### src/rtl/trap_pkg.sv
// trap_pkg: shared types and trap codes for the trap arbiter
package trap_pkg;
    localparam int XLEN = 32;
    localparam logic [4:0] IRQ_CODE_MEI = 5'd11;
    localparam logic [4:0] IRQ_CODE_MSI = 5'd3;
    localparam logic [4:0] IRQ_CODE_MTI = 5'd7;
    localparam logic [4:0] CAUSE_UNUSED = 5'd31;
    typedef logic [XLEN-1:0] trap_cause_t;
    typedef enum logic {IDLE, PENDING} trap_state_t;
endpackage

### src/rtl/trap_lane_select.sv
// trap_lane_select: lowest-set-bit priority encoder returning {valid, index}
module trap_lane_select #(
    parameter int W = 5,
    localparam int IW = W > 1 ? $clog2(W) : 1
) (
    input  logic [W-1:0]  req,
    output logic          valid,
    output logic [IW-1:0] idx
);
    always_comb begin
        idx = '0;
        for (int i = W - 1; i >= 0; i--)
            idx = req[i] ? IW'(i) : idx;
    end
    assign valid = |req;
endmodule

### src/rtl/trap_arbiter.sv
// trap_arbiter: fixed-priority exception/interrupt arbiter latching one trap until ack.
// Optional TRAP_STATS_EN adds exception/interrupt entry counters.
module trap_arbiter
    import trap_pkg::*;
#(
    parameter int LANES = 2,
    parameter int CAUSES = 5,
    parameter int XLEN = 32,
    parameter logic [LANES-1:0][CAUSES-1:0][4:0] CAUSE_MAP =
        {5'd31, 5'd7, 5'd5, 5'd6, 5'd4, 5'd11, 5'd3, 5'd2, 5'd1, 5'd0},
    localparam int LW = LANES > 1 ? $clog2(LANES) : 1
) (
    input  logic                              i_clk,
    input  logic                              i_rst_n,
    input  logic [LANES-1:0][CAUSES-1:0]      i_lane_err,
    input  logic [LANES-1:0][XLEN-1:0]        i_lane_pc,
    input  logic [LANES-1:0][XLEN-1:0]        i_lane_tval,
    input  logic [2:0]                        i_irq,
    input  logic [2:0]                        i_irq_mask,
    input  logic                              i_irq_en,
    input  logic                              i_trap_ack,
    output logic                              o_trap_valid,
    output logic [XLEN-1:0]                   o_trap_cause,
    output logic [XLEN-1:0]                   o_trap_pc,
    output logic [XLEN-1:0]                   o_trap_tval,
    output logic [LW-1:0]                     o_trap_lane,
    output logic [LANES-1:0]                  o_flush
`ifdef TRAP_STATS_EN
    ,
    output logic [31:0]                       o_exc_count,
    output logic [31:0]                       o_irq_count
`endif
);
    localparam int CW = CAUSES > 1 ? $clog2(CAUSES) : 1;

    logic [LANES-1:0]          lane_vld, lane_rev;
    logic [LANES-1:0][CW-1:0]  lane_idx;
    logic                      exc_any, irq_take, take;
    logic [LW-1:0]             rev_idx, win;
    logic [2:0]                irq_pend;
    logic [4:0]                irq_code, exc_code;
    trap_state_t               state, state_d;

    genvar l;
    for (l = 0; l < LANES; l++) begin : g_lane
        trap_lane_select #(.W(CAUSES)) u_sel (
            .req  (i_lane_err[l]),
            .valid(lane_vld[l]),
            .idx  (lane_idx[l])
        );
        assign lane_rev[l] = lane_vld[LANES-1-l];
    end

    // reversed so the lowest-bit encoder picks the oldest (highest-index) lane
    trap_lane_select #(.W(LANES)) u_lane (
        .req  (lane_rev),
        .valid(exc_any),
        .idx  (rev_idx)
    );

    assign win      = LW'(LANES - 1) - rev_idx;
    assign exc_code = CAUSE_MAP[win][lane_idx[win]];
    assign irq_pend = i_irq & i_irq_mask;
    assign irq_take = i_irq_en && |irq_pend && !exc_any;
    assign irq_code = irq_pend[2] ? IRQ_CODE_MEI : irq_pend[0] ? IRQ_CODE_MSI : IRQ_CODE_MTI;
    assign take     = exc_any || irq_take;

    always_comb begin
        state_d = state;
        state_d = state == IDLE ? (take ? PENDING : IDLE) : (i_trap_ack ? IDLE : PENDING);
    end

    always_ff @(posedge i_clk or negedge i_rst_n) begin
        if (!i_rst_n) begin
            state        <= IDLE;
            o_trap_cause <= '0;
            o_trap_pc    <= '0;
            o_trap_tval  <= '0;
            o_trap_lane  <= '0;
            o_flush      <= '0;
        end else begin
            state   <= state_d;
            o_flush <= '0;
            if (state == IDLE && take) begin
                o_trap_cause <= exc_any ? XLEN'(exc_code) : {1'b1, (XLEN-1)'(irq_code)};
                o_trap_pc    <= exc_any ? i_lane_pc[win] : i_lane_pc[LANES-1];
                o_trap_tval  <= exc_any ? i_lane_tval[win] : '0;
                o_trap_lane  <= exc_any ? win : '0;
                o_flush      <= exc_any ? {LANES{1'b1}} >> (LANES - 1 - int'(win)) : '1;
            end
        end
    end

    assign o_trap_valid = state == PENDING;

`ifdef TRAP_STATS_EN
    always_ff @(posedge i_clk or negedge i_rst_n) begin
        if (!i_rst_n) begin
            o_exc_count <= '0;
            o_irq_count <= '0;
        end else if (state == IDLE) begin
            o_exc_count <= o_exc_count + 32'(exc_any);
            o_irq_count <= o_irq_count + 32'(irq_take);
        end
    end
`endif
endmodule
### config.mk
export PLATFORM = sky130hd
export DESIGN_NAME = trap_arbiter
export DESIGN_NICKNAME = d
export VERILOG_FILES = /design/src/rtl/trap_pkg.sv /design/src/rtl/trap_lane_select.sv /design/src/rtl/trap_arbiter.sv
export SDC_FILE = /design/constraint.sdc
export NUM_CORES = 1
export LEC_CHECK = 0
export ABC_AREA = 1
export BUFFER_PORTS_ARGS = -buffer_cell sky130_fd_sc_hd__buf_2
export CORE_ASPECT_RATIO = 1.75
export CORE_UTILIZATION = 30
export CTS_CLUSTER_SIZE = 12
export DETAILED_ROUTE_END_ITERATION = 12
export PLACE_DENSITY_LB_ADDON = 0.25
export SETUP_SLACK_MARGIN = 0.1
export SLEW_MARGIN = 0
export SYNTH_ARGS = -nofsm -noshare
export SYNTH_HDL_FRONTEND = slang
export SYNTH_SLANG_ARGS = --single-unit
export TNS_END_PERCENT = 20
### constraint.sdc
create_clock -name i_clk -period 2.5 [get_ports i_clk]
set_input_delay 0.25 -clock i_clk [delete_from_list [all_inputs] [get_ports i_clk]]
set_output_delay 0.25 -clock i_clk [all_outputs]
set_load 0.05 [all_outputs]
# --- Word-level counts from Yosys, hierarchy flattened ---
# Cells that the tools add are included.
totals:
  ff_bits: 100
  latchBits: 0
  ramBits: 0
  mem_bits_ro: 0
  inputBits: 148
  output_inout_bits: 100
  word_cells: 55
  n_memories: 0
op_classes:
  n_addsub: 2
  n_mul: 0
  div: 0
  order_cmp: 2
  eq_ne: 0
  n_shift: 1
  mux: 33
  bitwise: 2
  reduce_logical: 9
op_table:
  columns: ["cell", "n"]
  rows:
  - ["$mux W32", 7]
  - ["$mux W25", 2]
  - ["$mux W3", 13]
  - ["$shr A2 B32 Y2 const A", 1]
  - ["$bmux W5 S3", 1]
  - ["$reduce_or A10 Y1", 1]
  - ["$reduce_or A5 Y1", 2]
  - ["$mux W1", 6]
  - ["$mux W5", 1]
  - ["$lt A3 B4 Y1 const B", 1]
  - ["$mux W2", 2]
  - ["$mux W4", 1]
  - ["$and A3 B3 Y3", 1]
  - ["$logic_and A1 B1 Y1", 3]
  - ["$reduce_or A3 Y1", 1]
  - ["$lt A1 B2 Y1 const B", 1]
  - ["$sub A1 B1 Y2 const A", 1]
  - ["$logic_not A1 Y1", 1]
  - ["$logic_or A1 B1 Y1", 1]
  - ["$not A1 Y1", 1]
  - ["$sub A1 B1 Y1 const A", 1]

# --- Longest topological paths before layout ---
# Gate-level depths: netlist (run 1).
logic_depth:
  depth_word: 10
  depth_mapped: 10
  mapped_depth_nobuf: 9

# --- Cells and area by module ---
# From an unflattened synthesis (run 1), not the netlist that was laid out.
hier_totals:
  cells_unflattened: 538
  area_unflattened_um2: 4110.2
modules_own_cells:
  columns: ["module", "instances", "cells_each", "area_per_inst_um2", "seq_area_each_um2"]
  rows:
  - ["trap_arbiter", 1, 512, 4000.1, 1851.8]
  - ["trap_lane_select (g_lane[0].u_sel ...)", 2, 11, 47.5, 0.0]
  - ["trap_lane_select (u_lane)", 1, 4, 15.0, 0.0]

# --- Worst setup path before layout (run 1) ---
# OpenSTA, ideal clock, no wires.
synth_timing:
  path_kind: "flip-flop to flip-flop"
  start: "register state, in the netlist o_trap_valid"
  end: "register state, in the netlist o_trap_valid"
  arrival_ns: 1.233
  path_slack_ns: 1.138
  stages_incl_launch_ff: 6
  path_buffers: 2
  synth_period_minus_slack_ns: 1.362
  path_cell_list: "dfrtp_1 > inv_1 > nand2_2 > buf_6 > buf_6 > o21ai_0"
synth_via:
  elab_chain_len: 1
synth_lines:
  columns: ["item", "line", "text"]
  rows:
  - ["start: declaration", "trap_arbiter.sv:42", "trap_state_t state, state_d;"]
  - ["start signal: assignment", "trap_arbiter.sv:82", "state <= state_d;"]
  - ["$mux W1", "trap_arbiter.sv:70", "state_d = state == IDLE ? (take ? PENDING : IDLE) : (i_trap_ack ? IDLE : PENDING);"]
  - ["net state_d", "trap_arbiter.sv:42", null]
# The timed path passes the listed nets, and every way through them passes these cells.
# A chain may end at the register's enable or synchronous reset.

# --- Worst setup path in the final report (run 1) ---
layout_timing:
  start: "register state, in the netlist o_trap_valid"
  end: "register o_trap_cause[0]"
layout_via:
  elab_chain_len: 2
layout_lines:
  columns: ["item", "line", "text"]
  rows:
  - ["$not A1 Y1", "trap_arbiter.sv:84", "if (state == IDLE && take) begin"]
  - ["$logic_and A1 B1 Y1", "trap_arbiter.sv:84", null]
  - ["end signal: assignment", "trap_arbiter.sv:85", "o_trap_cause <= exc_any ? XLEN'(exc_code) : {1'b1, (XLEN-1)'(irq_code)};"]
  - ["end: declaration", "trap_arbiter.sv:23", "output logic [XLEN-1:0] o_trap_cause,"]
# Every way passes these cells.

==> results of run 1 <==
-- cells by family after synthesis --
family / Yosys count / share of synthesized area
other cells: 1 / 0.000937
flops: 74 / 0.463
buf+inv: 62 / 0.105
simple gates: 428 / 0.416
compound gates: 12 / 0.0153
-- where the power goes --
| group | switching [mW] | internal [mW] | leakage [nW] |
|---|---|---|---|
| logic | 3.24 | 0.857 | 2.26 |
| registers | 0.291 | 1.78 | 0.907 |
| clock network | 0.488 | 1.03 | 0.169 |
| total | 4.02 | 3.67 | 3.33 |
-- registers in the layout, summed over array words and instances (netlist names) --
register,cells
o_trap_pc,32
o_flush,2
o_trap_tval,32
o_trap_valid,1
o_trap_lane,1
o_trap_cause,6
-- cells in the final DEF, fill, tap and decap left out --
cell and count:
nor2_4 4, inv_1 7, conb_1 26, nand4_1 1
nand2_2 1, nor2_2 2, buf_2 220, clkbuf_16 9
clkinvlp_4 1, nor2_1 9, a21oi_1 3, dfrtp_1 74
inv_2 1, a21oi_4 1, nand2_1 403, nand3_4 1
a31oi_1 1, buf_12 3, clkbuf_8 2, nand3_1 7
bufinv_16 3, o21ai_0 7, buf_4 2, clkbuf_1 1
-- metrics by stage --
step,setup WS (ns),total power [mW],hold WS (ns),instance area (um^2)
after global placement,0.668,6.21,0.427,5110
after floorplan,1.14,5.25,-0.0456,4100
after global routing,0.794,8.16,0.0912,5470
after CTS,0.916,7.79,0.0821,5470
final,0.975,7.68,0.0632,5470
after detailed placement,0.704,6.23,0.438,5110
-- path summary, 6_finish.rpt --
| path | from | end | slack (ns) | cells past startpoint |
|---|---|---|---|---|
| worst max-delay path | o_trap_valid | o_trap_cause[0] | 0.97 | 3 |
| worst min-delay path | i_rst_n | o_trap_pc[22] | 0.06 | 1 |
| worst max register to register | o_trap_valid | o_trap_cause[0] | 0.97 | 3 |
| worst min register to register | o_trap_pc[7] | o_trap_pc[7] | 0.47 | 2 |
| max in group asynchronous | i_rst_n | o_trap_pc[13] | 1.80 | 1 |
| min in group i_clk | i_trap_ack | o_trap_valid | 0.10 | 2 |
-- routing by layer --
metal | track usage | vias up | wire length [um]
li1 | - | 2090 | -
met5 | 0 | - | 0
met1 | 0.172 | 1791 | 4410
met2 | 0.316 | 154 | 6020
met4 | 0.0673 | 0 | 272
met3 | 0.0304 | 17 | 587
-- worst register-to-register path: cells and delay by family, from the launching register on --
kind | cells | cell delay (ns)
compound gates | 1 | 0.77
flops | 1 | 0.44
simple gates | 2 | 0.24
-- final cells by class --
cell class / count / area, um^2 / area share
repair buffers: 225 / 1180 / 0.215
well taps: 171 / 214 / 0.0391
clock buffers: 12 / 256 / 0.0469
inverters: 8 / 30.0 / 0.00549
flip-flops and latches: 74 / 1850 / 0.339
clock inverters: 4 / 97.6 / 0.0179
multi-input cells: 466 / 1840 / 0.337
==> impl_metrics.env, run 1 <==
export IMPL_cp_data_required_time_ns=2.76
export IMPL_antenna_found_initial=0
export IMPL_ctsHtreeMaxLevel=3
export IMPL_start_kind="flip-flop"
export IMPL_die_x_um=89.3
export IMPL_gp_congestion=0.760
export IMPL_synth_cells=577
export IMPL_num_rows=55
export IMPL_synth_area_per_cell_um2=6.94
export IMPL_nets=932
export IMPL_die_area_um2=13800
export IMPL_start_util=0.308
export IMPL_cp_top_family="compound AO/OA/AOI/OAI gates"
export IMPL_path_cells="a21oi_4 > nand2_1 > nand3_1"
export IMPL_dp_cells=944
export IMPL_yosysTopAreaCell="dfrtp_1"
export IMPL_synth_edf_count=0
export IMPL_drv_cap=0
export IMPL_power_density_nw_per_um2=1410
export IMPL_fmax_ghz=0.656
export IMPL_cts_buffer_depth=2
export IMPL_p_leak_nw=3.33
export IMPL_die_h_um=155
export IMPL_grt_pass1_wl_um=17600
export IMPL_clkTransAtPathRegs_ns=0.06
export IMPL_synth_top_flop_cell="dfrtp_1"
export IMPL_grt_total_usage=0.166
export IMPL_vias_per_cell=4.22
export IMPL_numCtsBuffers=9
export IMPL_slowest_stage="a21oi_4"
export IMPL_hold_class="primary input to async pin"
export IMPL_synthArstFlopShare=1.00
export IMPL_worstPathArrival_ns=1.78
export IMPL_ys_seq_area_frac=0.463
export IMPL_crit_type="flip-flop to flip-flop"
export IMPL_final_cell_count_no_fill=960
export IMPL_crit_path_end_kind="flip-flop"
export IMPL_peakVddDrop_uv=663
export IMPL_grt_start_max_net_pins=76
export IMPL_status="complete, no violations"
export IMPL_yosysMostFrequentCell="nand2_1"
export IMPL_synth_cell_types=20
export IMPL_cts_sinks=74
export IMPL_post_cts_setup_buffers=0
export IMPL_finalHoldViolCount=0
export IMPL_overflow=0
export IMPL_cpPeakStageDelay_ns=0.77
export IMPL_routed_wl_um=11300
export IMPL_timing_final_crit_share=0.610
export IMPL_synthToLayoutAreaGrowth_pct=36.5
export IMPL_dp_hpwl_um=7910
export IMPL_ant_nets=0
export IMPL_nFillCells=1433
export IMPL_finalCriticalPeriod_ns=1.53
export IMPL_ys_ff_latch=74
export IMPL_rsz0062_at_grt="false"
export IMPL_final_util=0.420
export IMPL_pin_count=248
export IMPL_coreArea_um2=13000
export IMPL_fin_setup_tns_ns=0
export IMPL_netlist_area_um2=4000
export IMPL_cp_max_fo=38
export IMPL_drc=0
export IMPL_route_detailed_wl_per_inst_um=11.8
export IMPL_drive_above_1_share=0.317
export IMPL_relSlewSlack=0.338
export IMPL_yosys_warnings=0
export IMPL_cts_root_buf="clkbuf_16"
export IMPL_drtPass1Iterations=4
export IMPL_setup_viol=0
export IMPL_cp_num_buf_inv=0
export IMPL_worstMarginPinSlew_ns=0.991
export IMPL_cts_tree="built"
export IMPL_yosys_top_cells_count="403 x nand2_1, 74 x dfrtp_1, 32 x buf_4, 12 x buf_2, 10 x nor2_1"
export IMPL_finClkSkew_ns=0.00587
export IMPL_yosys_area_top_type_share=0.463
export IMPL_grt_pass1_vias=3826
export IMPL_hold_buffers=0
export IMPL_io_buffers=221
export IMPL_ctsResizeCount=0
export IMPL_num_antenna_cells=0
export IMPL_clk_latency_ns=0.33
export IMPL_vias=4052
export IMPL_synth_area_top_cells="dfrtp_1 46%, nand2_1 38%, buf_4 6.0%, buf_6 2.0%, buf_2 1.5%"
export IMPL_slew_violations=0
export IMPL_dr_first_iter_drc_count=104
Note: power is estimated with default switching activity, not from simulation.
==> run 2, diff against run 1 <==
Clock period 2.5 ns to 1.4 ns, I/O delays scaled along.
==> run 2 against run 1 <==
  * First-iteration DRC count shrank 2.9%
  * Register-to-register slack lost 0.77 ns
  * Critical path depth grew 2
  * Combinational power grew 87%
  * Clock power grew 64%
  * Sequential share of layout area shrank 1.0 points
  * Via count grew 1.2%
  * Core utilization grew 1.4 points
  * Critical path type unchanged
  * Largest power group unchanged
  * Highest routed layer unchanged
==> impl_metrics.env, run 2 (same netlist as run 1, synthesis figures left out) <==
export IMPL_status="complete, no violations"
export IMPL_dr_first_iter_drc_count=101
export IMPL_hp_start="i_lane_tval[63]"
export IMPL_io_buffers=221
export IMPL_die_area_um2=13800
export IMPL_grt_total_usage=0.174
export IMPL_coreArea_um2=13000
export IMPL_hold_depth=3
export IMPL_peakVddDrop_uv=851
export IMPL_num_rows=55
export IMPL_finalCriticalPeriod_ns=1.19
export IMPL_dp_hpwl_um=8900
export IMPL_drc=0
export IMPL_final_util=0.434
export IMPL_cts_buffer_depth=2
export IMPL_grt_pass1_wl_um=18300
export IMPL_finalPower_mw=13.8
export IMPL_fmax_ghz=0.837
export IMPL_pwr_share_comb=0.553
export IMPL_min_to="o_trap_tval[31]"
export IMPL_setup_viol=0
export IMPL_layout_commonest_cell="nand2_1"
export IMPL_regToRegEndpoint="o_trap_cause[2]"
export IMPL_cts_sinks=74
export IMPL_drive_above_1_share=0.330
export IMPL_rsz0062_at_grt="false"
export IMPL_synthToLayoutAreaGrowth_pct=40.9
export IMPL_crit_path_end_kind="flip-flop"
export IMPL_drv_cap=0
export IMPL_drtPass1Iterations=4
export IMPL_slew_violations=0
export IMPL_cts_root_buf="clkbuf_16"
export IMPL_start_kind="flip-flop"
export IMPL_finClkSkew_ns=0.00525
export IMPL_clk_latency_ns=0.33
export IMPL_clkTransAtPathRegs_ns=0.06
export IMPL_ctsHtreeMaxLevel=3
export IMPL_cp_max_fo=24
export IMPL_final_cell_mix="403 x nand2_1, 220 x buf_2, 73 x dfrtp_1, 26 x conb_1, 10 x buf_4"
export IMPL_biggestRegsByFlops="o_trap_pc x32, o_trap_tval x32, o_trap_cause x6"
export IMPL_cp_data_required_time_ns=1.61
export IMPL_r2r_cells=5
export IMPL_worstPathArrival_ns=1.40
export IMPL_numCtsBuffers=9
export IMPL_dp_cells=959
export IMPL_start_util=0.308
export IMPL_ant_nets=0
export IMPL_power_density_nw_per_um2=2450
export IMPL_cts_tree="built"
export IMPL_internal_power_mw=6.55
export IMPL_p_switching_mw=7.29
export IMPL_timing_final_crit_share=0.853
export IMPL_post_dp_cell_area_um2=5300
export IMPL_seqPwrFrac=0.267
export IMPL_routed_wl_um=11700
export IMPL_worstSetupStartpoint="o_trap_valid"
export IMPL_post_cts_setup_buffers=0
export IMPL_num_antenna_cells=0
export IMPL_vias=4099
export IMPL_die_x_um=89.3
export IMPL_crit_type="flip-flop to flip-flop"
export IMPL_gp_congestion=0.784
export IMPL_antenna_found_initial=0
export IMPL_nets=949
export IMPL_overflow=0
export IMPL_die_h_um=155
export IMPL_route_detailed_wl_per_inst_um=12.0
export IMPL_rrSetupSlack_ns=0.21
export IMPL_grt_start_max_net_pins=40
export IMPL_pin_count=248
export IMPL_hold_slack_ns=0.0752
export IMPL_grt_pass1_vias=3998
export IMPL_r2r_start="o_trap_valid"
export IMPL_netSwitchingFraction=0.527
export IMPL_hold_class="primary input to flip-flop"
export IMPL_design_area_um2=5640
export IMPL_finalHoldViolCount=0
export IMPL_p_leak_nw=3.43
export IMPL_final_cell_count_no_fill=977
export IMPL_vias_per_cell=4.20
export IMPL_pwr_share_clk=0.180
## run 2: power groups by stage
| stage | registers [mW] | logic [mW] | clock network [mW] |
|---|---|---|---|
| 6_report | 3.70 | 7.66 | 2.49 |
| 5_1_grt | 3.82 | 8.22 | 2.63 |
| 4_1_cts | 3.70 | 7.78 | 2.57 |
| 3_5_place_dp | 3.72 | 7.76 | 0 |
| 3_3_place_gp | 3.71 | 7.74 | 0 |
| 2_1_floorplan | 7.33 | 2.06 | 0 |
## run 2: cell type report
class | count | area (um^2)
fill | 1429 | 7360
sequential | 74 | 1850
multi-input combinational | 466 | 1840
timing repair buffer | 242 | 1390
clock buffer | 10 | 229
tap | 171 | 214
clock inverter | 6 | 90.1
inverter | 8 | 30.0
## run 2: routing by layer
metal,wire (um),GRT usage
met5,0,0
met4,376,0.0771
met3,622,0.0309
met2,6160,0.323
met1,4560,0.184
## run 2: worst max-delay path by stage
stage,end,slack [ns],depth (start not counted)
floorplan,o_trap_cause[31],0.17,3
global placement,o_trap_tval[28],-0.04,11
detailed placement,o_trap_tval[10],-0.08,9
CTS,o_trap_cause[2],0.18,5
global route,o_trap_lane,0.11,5
finish,o_trap_cause[2],0.21,5
## run 2: through the flow
step / TNS [ns] / worst slack, ns
6_report: 0 / 0.205
5_1_grt: 0 / 0.107
4_1_cts: 0 / 0.184
3_5_place_dp: -2.41 / -0.0759
3_3_place_gp: -1.07 / -0.0450
2_1_floorplan: 0 / 0.168
## run 2: worst max-delay path, cell delays in order (launching register included)
cell,delay [ns]
dfrtp_2,0.44
inv_1,0.13
nand2_2,0.17
buf_12,0.20
nand2_1,0.06
o21ai_0,0.07
## run 2: repair_timing
item	CTS	global route
hold buffers	2	0
gates resized for setup	0	1
endpoints found under the hold margin	25	0
endpoints found under the setup margin	0	3
